File: src/rtl/crc_dec_pkg.sv
// rtl/crc_dec_pkg.sv - shared CRC polynomial arithmetic for the decoder family
package crc_dec_pkg;

    localparam int MAX_W      = 256;
    localparam int MAX_C      = 32;
    localparam int DEF_DATA_W = 64;
    localparam int DEF_CRC_W  = 8;
    localparam int DEF_N      = DEF_DATA_W + DEF_CRC_W;

    typedef logic [MAX_W-1:0] vec_t;
    typedef logic [MAX_C-1:0] rem_t;
    typedef logic [MAX_C:0]   acc_t;

    function automatic int clog2(input int v);
        int r;
        r = 0;
        while ((1 << r) < v) r++;
        return r;
    endfunction

    // v(x) mod G, G = x^cw + poly; only the low n bits of v are meaningful
    function automatic rem_t crc_rem(input vec_t v, input int n, input rem_t poly, input int cw);
        acc_t r;
        r = '0;
        for (int i = MAX_W - 1; i >= 0; i--) begin
            if (i < n) begin
                r = {r[MAX_C-1:0], v[i]};
                if (r[cw[5:0]]) r = r ^ ({1'b0, poly} | (acc_t'(1) << cw));
            end
        end
        return r[MAX_C-1:0];
    endfunction

    // x^j mod G, the syndrome produced by an error in bit j alone
    function automatic rem_t col_syndrome(input int j, input rem_t poly, input int cw);
        acc_t r;
        r = acc_t'(1);
        for (int k = 0; k < j; k++) begin
            r = r << 1;
            if (r[cw[5:0]]) r = r ^ ({1'b0, poly} | (acc_t'(1) << cw));
        end
        return r[MAX_C-1:0];
    endfunction

    // Columns stay distinct while x^j != 1 for 0 < j < n
    function automatic bit period_ok(input int n, input rem_t poly, input int cw);
        bit ok;
        ok = poly[0];
        for (int j = 1; j < n; j++) begin
            if (col_syndrome(j, poly, cw) == rem_t'(1)) ok = 1'b0;
        end
        return ok;
    endfunction

    // G(1) == 0 exactly when the non-leading terms have odd weight
    function automatic bit has_x1_factor(input rem_t poly);
        return ^poly;
    endfunction

endpackage

File: src/rtl/crc_syndrome.sv
// rtl/crc_syndrome.sv - combinational codeword to syndrome reduction (code(x) mod G)
module crc_syndrome
    import crc_dec_pkg::*;
#(
    parameter int N = DEF_N,
    parameter int CRC_W = DEF_CRC_W,
    parameter logic [CRC_W-1:0] POLY = 8'h07
) (
    input  logic [N-1:0]     code,
    output logic [CRC_W-1:0] syndrome
);

    assign syndrome = CRC_W'(crc_rem(vec_t'(code), N, rem_t'(POLY), CRC_W));

endmodule

File: src/rtl/crc_dec_stream.sv
// rtl/crc_dec_stream.sv - two-stage pipelined CRC decoder with single-bit correction and error counters
module crc_dec_stream
    import crc_dec_pkg::*;
#(
    parameter int DATA_W = 64,
    parameter int CRC_W = 8,
    parameter logic [CRC_W-1:0] POLY = 8'h07,
    parameter int CNT_W = 16,
    localparam int N = DATA_W + CRC_W,
    localparam int PW = clog2(N)
) (
    input  logic              clk,
    input  logic              reset_n,
    input  logic              enable,
    input  logic              i_valid,
    output logic              i_ready,
    input  logic [N-1:0]      i_code,
    output logic              o_valid,
    input  logic              o_ready,
    output logic [DATA_W-1:0] o_data,
    output logic [CRC_W-1:0]  o_syndrome,
    output logic [PW-1:0]     o_err_pos,
    output logic              o_err_detec,
    output logic              o_err_corr,
    output logic              o_err_fatal,
    input  logic              i_cnt_clr,
    output logic [CNT_W-1:0]  o_cnt_corr,
    output logic [CNT_W-1:0]  o_cnt_fatal
);

    if (N > MAX_W || CRC_W > MAX_C) begin : g_bad_size
        $error("crc_dec_stream: codeword or check width exceeds package limits");
    end
    if (!period_ok(N, rem_t'(POLY), CRC_W)) begin : g_bad_period
        $error("crc_dec_stream: codeword longer than the period of POLY");
    end
    if (!has_x1_factor(rem_t'(POLY))) begin : g_bad_parity
        $error("crc_dec_stream: generator lacks the (x+1) factor");
    end

    function automatic logic [N*CRC_W-1:0] build_cols();
        logic [N*CRC_W-1:0] t;
        for (int j = 0; j < N; j++) begin
            t[j*CRC_W +: CRC_W] = CRC_W'(col_syndrome(j, rem_t'(POLY), CRC_W));
        end
        return t;
    endfunction

    localparam logic [N*CRC_W-1:0] COLS = build_cols();

    logic              s1_valid;
    logic [DATA_W-1:0] s1_data;
    logic [CRC_W-1:0]  s1_syn;
    logic [CRC_W-1:0]  in_syn;
    logic              s1_adv;
    logic              s2_adv;
    logic              hit;
    logic [PW-1:0]     pos;
    logic [DATA_W-1:0] fixed_data;
    logic              out_xfer;

    crc_syndrome #(.N(N), .CRC_W(CRC_W), .POLY(POLY)) u_syn (
        .code     (i_code),
        .syndrome (in_syn)
    );

    assign s2_adv   = enable & (~o_valid | o_ready);
    assign s1_adv   = s2_adv | (enable & ~s1_valid);
    assign i_ready  = reset_n & s1_adv;
    assign out_xfer = enable & o_valid & o_ready;

    // Column syndromes are distinct and nonzero, so at most one position matches
    always_comb begin
        hit        = 1'b0;
        pos        = '0;
        fixed_data = s1_data;
        for (int j = 0; j < CRC_W; j++) begin
            if (s1_syn == COLS[j*CRC_W +: CRC_W]) begin
                hit = 1'b1;
                pos = PW'(j);
            end
        end
        for (int j = 0; j < DATA_W; j++) begin
            if (s1_syn == COLS[(j+CRC_W)*CRC_W +: CRC_W]) begin
                hit           = 1'b1;
                pos           = PW'(j + CRC_W);
                fixed_data[j] = ~s1_data[j];
            end
        end
    end

    always_ff @(posedge clk or negedge reset_n) begin
        if (!reset_n) begin
            s1_valid    <= 1'b0;
            s1_data     <= '0;
            s1_syn      <= '0;
            o_valid     <= 1'b0;
            o_data      <= '0;
            o_syndrome  <= '0;
            o_err_pos   <= '0;
            o_err_detec <= 1'b0;
            o_err_corr  <= 1'b0;
            o_err_fatal <= 1'b0;
        end else begin
            if (s1_adv) begin
                s1_valid <= i_valid;
                s1_data  <= i_code[N-1:CRC_W];
                s1_syn   <= in_syn;
            end
            if (s2_adv) begin
                o_valid     <= s1_valid;
                o_data      <= fixed_data;
                o_syndrome  <= s1_syn;
                o_err_pos   <= pos;
                o_err_detec <= |s1_syn;
                o_err_corr  <= hit;
                o_err_fatal <= (|s1_syn) & ~hit;
            end
        end
    end

    always_ff @(posedge clk or negedge reset_n) begin
        if (!reset_n) begin
            o_cnt_corr  <= '0;
            o_cnt_fatal <= '0;
        end else if (enable) begin
            if (i_cnt_clr) begin
                o_cnt_corr  <= '0;
                o_cnt_fatal <= '0;
            end else begin
                if (out_xfer && o_err_corr && !(&o_cnt_corr))
                    o_cnt_corr <= o_cnt_corr + CNT_W'(1);
                if (out_xfer && o_err_fatal && !(&o_cnt_fatal))
                    o_cnt_fatal <= o_cnt_fatal + CNT_W'(1);
            end
        end
    end

endmodule

File: config.mk
export PLATFORM = sky130hd
export DESIGN_NAME = crc_dec_stream
export DESIGN_NICKNAME = d
export VERILOG_FILES = /design/src/rtl/crc_dec_pkg.sv /design/src/rtl/crc_syndrome.sv /design/src/rtl/crc_dec_stream.sv
export SDC_FILE = /design/constraint.sdc
export NUM_CORES = 1
export LEC_CHECK = 0
export ABC_AREA = 1
export CAP_MARGIN = 0
export CORE_AREA = 2 2 179 181
export CTS_CLUSTER_SIZE = 28
export DETAILED_ROUTE_END_ITERATION = 6
export DIE_AREA = 0 0 181 183
export SYNTH_ARGS = -nofsm -noshare
export SYNTH_HDL_FRONTEND = slang
export SYNTH_SLANG_ARGS = --single-unit
export TNS_END_PERCENT = 10
File: constraint.sdc
create_clock -name clk -period 3.7 [get_ports clk]
set_clock_uncertainty 0.05 [all_clocks]
set_input_delay 0.74 -clock clk [delete_from_list [all_inputs] [get_ports clk]]
set_output_delay 0.74 -clock clk [all_outputs]
set_load 0.1 [all_outputs]
* After elaboration in Yosys (flattened, before gate mapping)
Index checks and enable logic that the tools add are counted.
** Word-level totals
- Flip-flop bits (word level) :: 188
- Input port bits :: 78
** Cells by class
- $add $sub $neg :: 2
- Eq/ne operators :: 72
- Muxes and demuxes :: 275
- Bitwise operators :: 139
- Reduce and logical (&&, ||, !) cells :: 13
** Operators by type and width (number)
- 2-to-1 mux 7 bit :: 70
- equality test 8 bit (second input constant) :: 30
- 2-to-1 mux 3 bit :: 64
- inverter 3 bit :: 64
- equality test 8 x 7 -> 1 bit (second input constant) :: 19
- 2-to-1 mux 1 bit :: 137
- equality test 8 x 6 -> 1 bit (second input constant) :: 10
- inverter 1 bit :: 67
- 2-to-1 mux 16 bit :: 4
- equality test 8 x 5 -> 1 bit (second input constant) :: 6
- adder 16 x 1 -> 16 bit (second input constant) :: 2
- AND reduction 16 bit :: 2
- equality test 8 x 4 -> 1 bit (second input constant) :: 3
- equality test 8 x 3 -> 1 bit (second input constant) :: 2
- equality test 8 x 1 -> 1 bit (second input constant) :: 1
- equality test 8 x 2 -> 1 bit (second input constant) :: 1
- OR reduction 8 bit :: 1
- bitwise AND 1 bit :: 6
- logical AND 1 bit :: 4
- AND reduction 2 bit :: 2
- nonzero test 2 bit :: 2
- logical NOT 1 bit :: 2
- bitwise OR 1 bit :: 2

* Depth between registers and ports, before layout
- Depth after elaboration :: 128
- Gate-level depth with buffers :: 49

* Hierarchy
Synthesis repeated with hierarchy kept, for this count alone.
** Second synthesis, totals
- Cell total of the unflattened synthesis :: 1796
- Area, all modules :: 12657.1 um^2
** Modules (own cells, without submodules)
- crc_dec_stream :: instances 1, cells each 968, area an instance 8897.3 um^2, sequential area each 4704.5 um^2
- crc_syndrome :: instances 1, cells each 828, area an instance 3759.9 um^2, sequential area each 0.0 um^2

* Worst setup path before layout
Ideal clock, no wire load.
- Path type :: input -> register
- Start point :: input i_code[66]
- End point :: register s1_syn[0]
- Arrival :: 4.014 ns
- Required time :: 3.527 ns
- Setup slack :: -0.487 ns
- Stages :: 42
- Path buffers :: 1
- Path through :: buf_4 -> inv_2 -> nand2_1 -> nand3_1 -> nand3_2 -> nand2_2 -> nand2_1 -> nand2_2 -> nand2_1 -> nand2_1 -> nand2_1 -> nand2_2 -> nand2_1 -> nand2_2 -> nand2_1 -> nand2_1 -> nand2_1 -> nand2_2 -> (+6 left out) -> nand2_2 -> nand2_4 -> nand2_2 -> nand2_1 -> nand2_1 -> nand2_2 -> nand2_1 -> nand2_1 -> nand2_1 -> nand2_1 -> nand2_1 -> nand2_1 -> nand2_2 -> nand3_1 -> nand2_2 -> or2_1 -> nand3_1 -> o21ai_1
** Between the ends
- Cells in the longest elaborated chain, start to end :: 29
- Elaborated cells on any way between the ends :: 86
- Those cells by class :: 46 x mux; 40 x bitwise
** RTL lines
- from (decl) :: line crc_dec_stream.sv:17 : input logic [N-1:0] i_code,
- 2-to-1 mux 3 bit (*) :: line crc_dec_pkg.sv:28 : if (r[cw[5:0]]) r = r ^ ({1'b0, poly} | (acc_t'(1) << cw));
- 2-to-1 mux 3 bit / inverter 3 bit (equally long branches) (3 in series)
- inverter 3 bit (no source line) / 2-to-1 mux 3 bit (equally long branches)
- 2-to-1 mux 3 bit / inverter 3 bit (equally long branches)
- inverter 3 bit (no source line) / 2-to-1 mux 3 bit (equally long branches)
- 2-to-1 mux 3 bit / inverter 3 bit (equally long branches) (2 in series)
- inverter 3 bit (no source line) / 2-to-1 mux 3 bit (equally long branches)
- 2-to-1 mux 3 bit / inverter 3 bit (equally long branches)
- (+8 left out)
- inverter 3 bit (no source line) / 2-to-1 mux 3 bit (equally long branches)
- 2-to-1 mux 3 bit / inverter 3 bit (equally long branches)
- inverter 3 bit (no source line) / 2-to-1 mux 3 bit (equally long branches)
- 2-to-1 mux 3 bit / inverter 3 bit (equally long branches) (2 in series)
- inverter 3 bit (no source line) / 2-to-1 mux 3 bit (equally long branches)
- 2-to-1 mux 3 bit / inverter 3 bit (equally long branches)
- inverter 3 bit (no source line) / 2-to-1 mux 3 bit (equally long branches)
- 2-to-1 mux 3 bit (*) (2 in series) :: line crc_dec_pkg.sv:28
- to (signal assigned) :: line crc_dec_stream.sv:108 : s1_syn <= in_syn;
- to (decl) :: line crc_dec_stream.sv:53 : logic [CRC_W-1:0] s1_syn;
Every way passes the cells marked *; elsewhere a longest branch is shown, timed or not.
A chain may end at the register's enable or synchronous reset.

* Worst setup path in the final report
- Start point :: input i_code[57]
- End point :: register s1_syn[4]
** Between the ends
- Cells in the longest elaborated chain, start to end :: 35
- Elaborated cells on any way between the ends :: 81
- Those cells by class :: 43 x mux; 38 x bitwise
** RTL lines (line)
- inverter 3 bit (no source line)
- 2-to-1 mux 3 bit (*) :: crc_dec_pkg.sv:28
- inverter 3 bit (no source line)
- 2-to-1 mux 3 bit (*) :: crc_dec_pkg.sv:28
- inverter 3 bit (no source line)
- 2-to-1 mux 3 bit (*) (2 in series) :: crc_dec_pkg.sv:28
- 2-to-1 mux 3 bit / inverter 3 bit (equally long branches)
- inverter 3 bit (no source line) / 2-to-1 mux 3 bit (equally long branches)
- (+17 left out)
- inverter 3 bit (no source line) / 2-to-1 mux 3 bit (equally long branches)
- 2-to-1 mux 3 bit / inverter 3 bit (equally long branches)
- inverter 3 bit (no source line) / 2-to-1 mux 3 bit (equally long branches)
- 2-to-1 mux 3 bit / inverter 3 bit (equally long branches) (2 in series)
- inverter 3 bit (no source line) / 2-to-1 mux 3 bit (equally long branches)
- 2-to-1 mux 3 bit / inverter 3 bit (equally long branches)
- inverter 3 bit (no source line) / 2-to-1 mux 3 bit (equally long branches)
- 2-to-1 mux 3 bit (*) :: crc_dec_pkg.sv:28
Marked as above.

==> results.sh <==
export IMPL_status="complete, but fails checks"
export IMPL_violations="setup timing"
export IMPL_dp_slack_ns=-1.65
export IMPL_synthCells=1849
export IMPL_fin_nets=2221
export IMPL_routed_wirelength_microns=43000
export IMPL_critPathMaxFanout=4
export IMPL_cts_tree="built"
export IMPL_ff_latch_area_sq_um=4710
export IMPL_crit_arrival_ns=4.64
export IMPL_fin_tns_setup_ns=-4.98
export IMPL_die_w_microns=181
export IMPL_first_iter_violations=798
export IMPL_syn_num_nets=1929
export IMPL_grt_max_degree=109
export IMPL_worst_pin_slew_ns=1.02
export IMPL_area_growth_pct=46.1
export IMPL_slowest_delay_ns=0.26
export IMPL_grt_pass1_vias=12400
export IMPL_synthArstFlopShare=1.00
export IMPL_avgViaCountPerCell=5.13
export IMPL_hold_viol_final=0
export IMPL_clk_latency_ns=0.46
export IMPL_synth_top_area_frac=0.382
export IMPL_grt_usage=0.252
export IMPL_ant_nets=0
export IMPL_antenna_found_initial=0
export IMPL_yosysUniqueCellTypes=35
export IMPL_gp_congestion=0.938
export IMPL_rr_worst_depth=24
export IMPL_layout_min_cycle_time_ns=4.35
export IMPL_ys_warn_count=0
export IMPL_avgRoutedWirePerCell_microns=16.8
export IMPL_rsz0062_at_grt="true"
export IMPL_multi_input_area_sq_um=8390
export IMPL_cts_sinks=188
export IMPL_fin_crit_sh=1.17
export IMPL_synth_area_sq_um=12300
export IMPL_worst_path_max_delay_cell="dlygate4sd2_1"
export IMPL_relSlewSlack=0.321
export IMPL_ys_ff_latch=188
export IMPL_dr_pass1_iters=5
export IMPL_synth_edf_count=0
export IMPL_cpMostUsedCell="nand2_2"
export IMPL_hp_class="in2async"
export IMPL_synthTopCellsByArea="dfrtp_1 (38%), nand2_1 (19%), nand3_1 (7.2%)"
export IMPL_grt_ovfl_total=0
export IMPL_fmax_mhz=230
export IMPL_drc_errors=0
export IMPL_crit_path_end_kind="register"
export IMPL_setup_violations=8
export IMPL_rrSetupSlack_ns=0.35
export IMPL_io_buffers=193
export IMPL_die_area_sq_um=33100
export IMPL_clk_pin_slew_worst_paths_ns=0.08
export IMPL_avgSynthCellArea_sq_um=6.66
export IMPL_vias=13100
export IMPL_yosysTopAreaCell="dfrtp_1"
export IMPL_pin_count=194
export IMPL_core_sq_um=31200
export IMPL_ys_seq_area_frac=0.382
export IMPL_crit_reg2reg_launch="s1_syn[5]"
export IMPL_grt_pass1_wl_microns=65900
export IMPL_yosys_most_used_dff="dfrtp_1"
export IMPL_synth_most_common_cell="nand2_1"
export IMPL_start_util=0.394
export IMPL_path_class="in2reg"
export IMPL_dp_hpwl_microns=31900
export IMPL_worst_slack_ns=-0.646
export IMPL_drv_slew=0
export IMPL_cts_buffers=17
export IMPL_h_tree_depth=4
export IMPL_row_count=65
export IMPL_drive_gt1_frac=0.272
export IMPL_clockBufferDepth=2
export IMPL_die_h_microns=183
export IMPL_r2r_end="o_err_pos[0]"
export IMPL_crit_required_ns=4.00
export IMPL_cp_start_kind="input port"
export IMPL_diodes=0
export IMPL_cts_root_buf="clkbuf_16"
export IMPL_drv_cap=0
export IMPL_synth_common_cells="nand2_1 (629), inv_1 (209), dfrtp_1 (188)"
export IMPL_n_fill_cell=2983
## cell type report
type	count	area share
clock buffer	18	0.0244
tap	402	0.0280
clock inverter	13	0.00716
inverter	239	0.0525
timing repair buffer	308	0.160
sequential	188	0.262
multi-input combinational	1387	0.466
## layer usage
layer / vias to the layer above / global-route usage / wire length (microns)
met3: 54 / 0.0342 / 1720
met1: 6249 / 0.334 / 19100
met4: 0 / 0.0676 / 913
li1: 6447 / - / -
met5: - / 0 / 0
met2: 354 / 0.433 / 21200
## sequential cells by signal, summed over array words and instances, names as in the netlist
signal       count
o_data          64
s1_data         64
o_cnt_corr      16
o_cnt_fatal     16
o_syndrome       8
s1_syn           8
o_err_pos        7
o_err_corr       1
o_err_detec      1
o_err_fatal      1
o_valid          1
s1_valid         1
## kinds of logic (layout without fill, tap and decap cells)
logic type / Yosys count / after routing / synth area share
and+or+nand+nor: 1108 / 1108 / 0.395
adders and majority gates: 2 / 2 / 0.00203
DFF: 188 / 188 / 0.382
xor gates and xnor gates: 75 / 75 / 0.0533
buffers and inverters: 274 / 578 / 0.0838
AOI/OAI and AO/OA: 202 / 202 / 0.0835
## how the worst max path moves through the flow
stage               slack (ns)        end  startpoint
floorplan                -0.41  s1_syn[0]  i_code[66]
global placement         -1.59  s1_syn[0]  i_code[68]
detailed placement       -1.65  s1_syn[0]  i_code[68]
CTS                      -0.57  s1_syn[5]  i_code[66]
global route             -0.91  s1_syn[3]  i_code[57]
finish                   -0.65  s1_syn[4]  i_code[57]
## placed cells by master, fill, tap and decap left out, types with 52 or more instances in the layout
| cell type | netlist | layout |
|---|---|---|
| buf_4 | 1 | 114 |
| nand2_4 | 8 | 110 |
| nand3_1 | 178 | 111 |
| nand2_1 | 629 | 435 |
| clkdlybuf4s50_1 | 0 | 170 |
| nand2_2 | 55 | 140 |
| o21ai_0 | 167 | 167 |
| dfrtp_1 | 188 | 187 |
| inv_1 | 209 | 182 |
| nor2_1 | 145 | 137 |
| nand3_2 | 11 | 52 |
## what timing repair did
item,4_1_cts,5_1_grt
buffers inserted,20,15
hold buffers,0,0
gates resized for setup,249,290
setup endpoints to repair,8,9
cloned,0,0
pin swaps,110,133
## stage by stage
stage	hold slack [ns]	instances	cell area, sq um	util
floorplan	0.394	1849	12400	-
global placement	0.413	2490	15400	0.492
detailed placement	0.421	2490	15400	0.492
CTS	0.141	2541	16800	0.539
global route	0.140	2555	18000	0.576
finish	0.144	2555	18000	0.576
## critical path, delay by kind of cell
family                    cells  cell delay, ns
xor gates and xnor gates      1            0.12
buffers and inverters         6            0.76
and+or+nand+nor              33            3.03
Power is left out: the tool's default activity adds up to more than one toggle a clock period on the data nets, which glitch-free logic cannot reach.
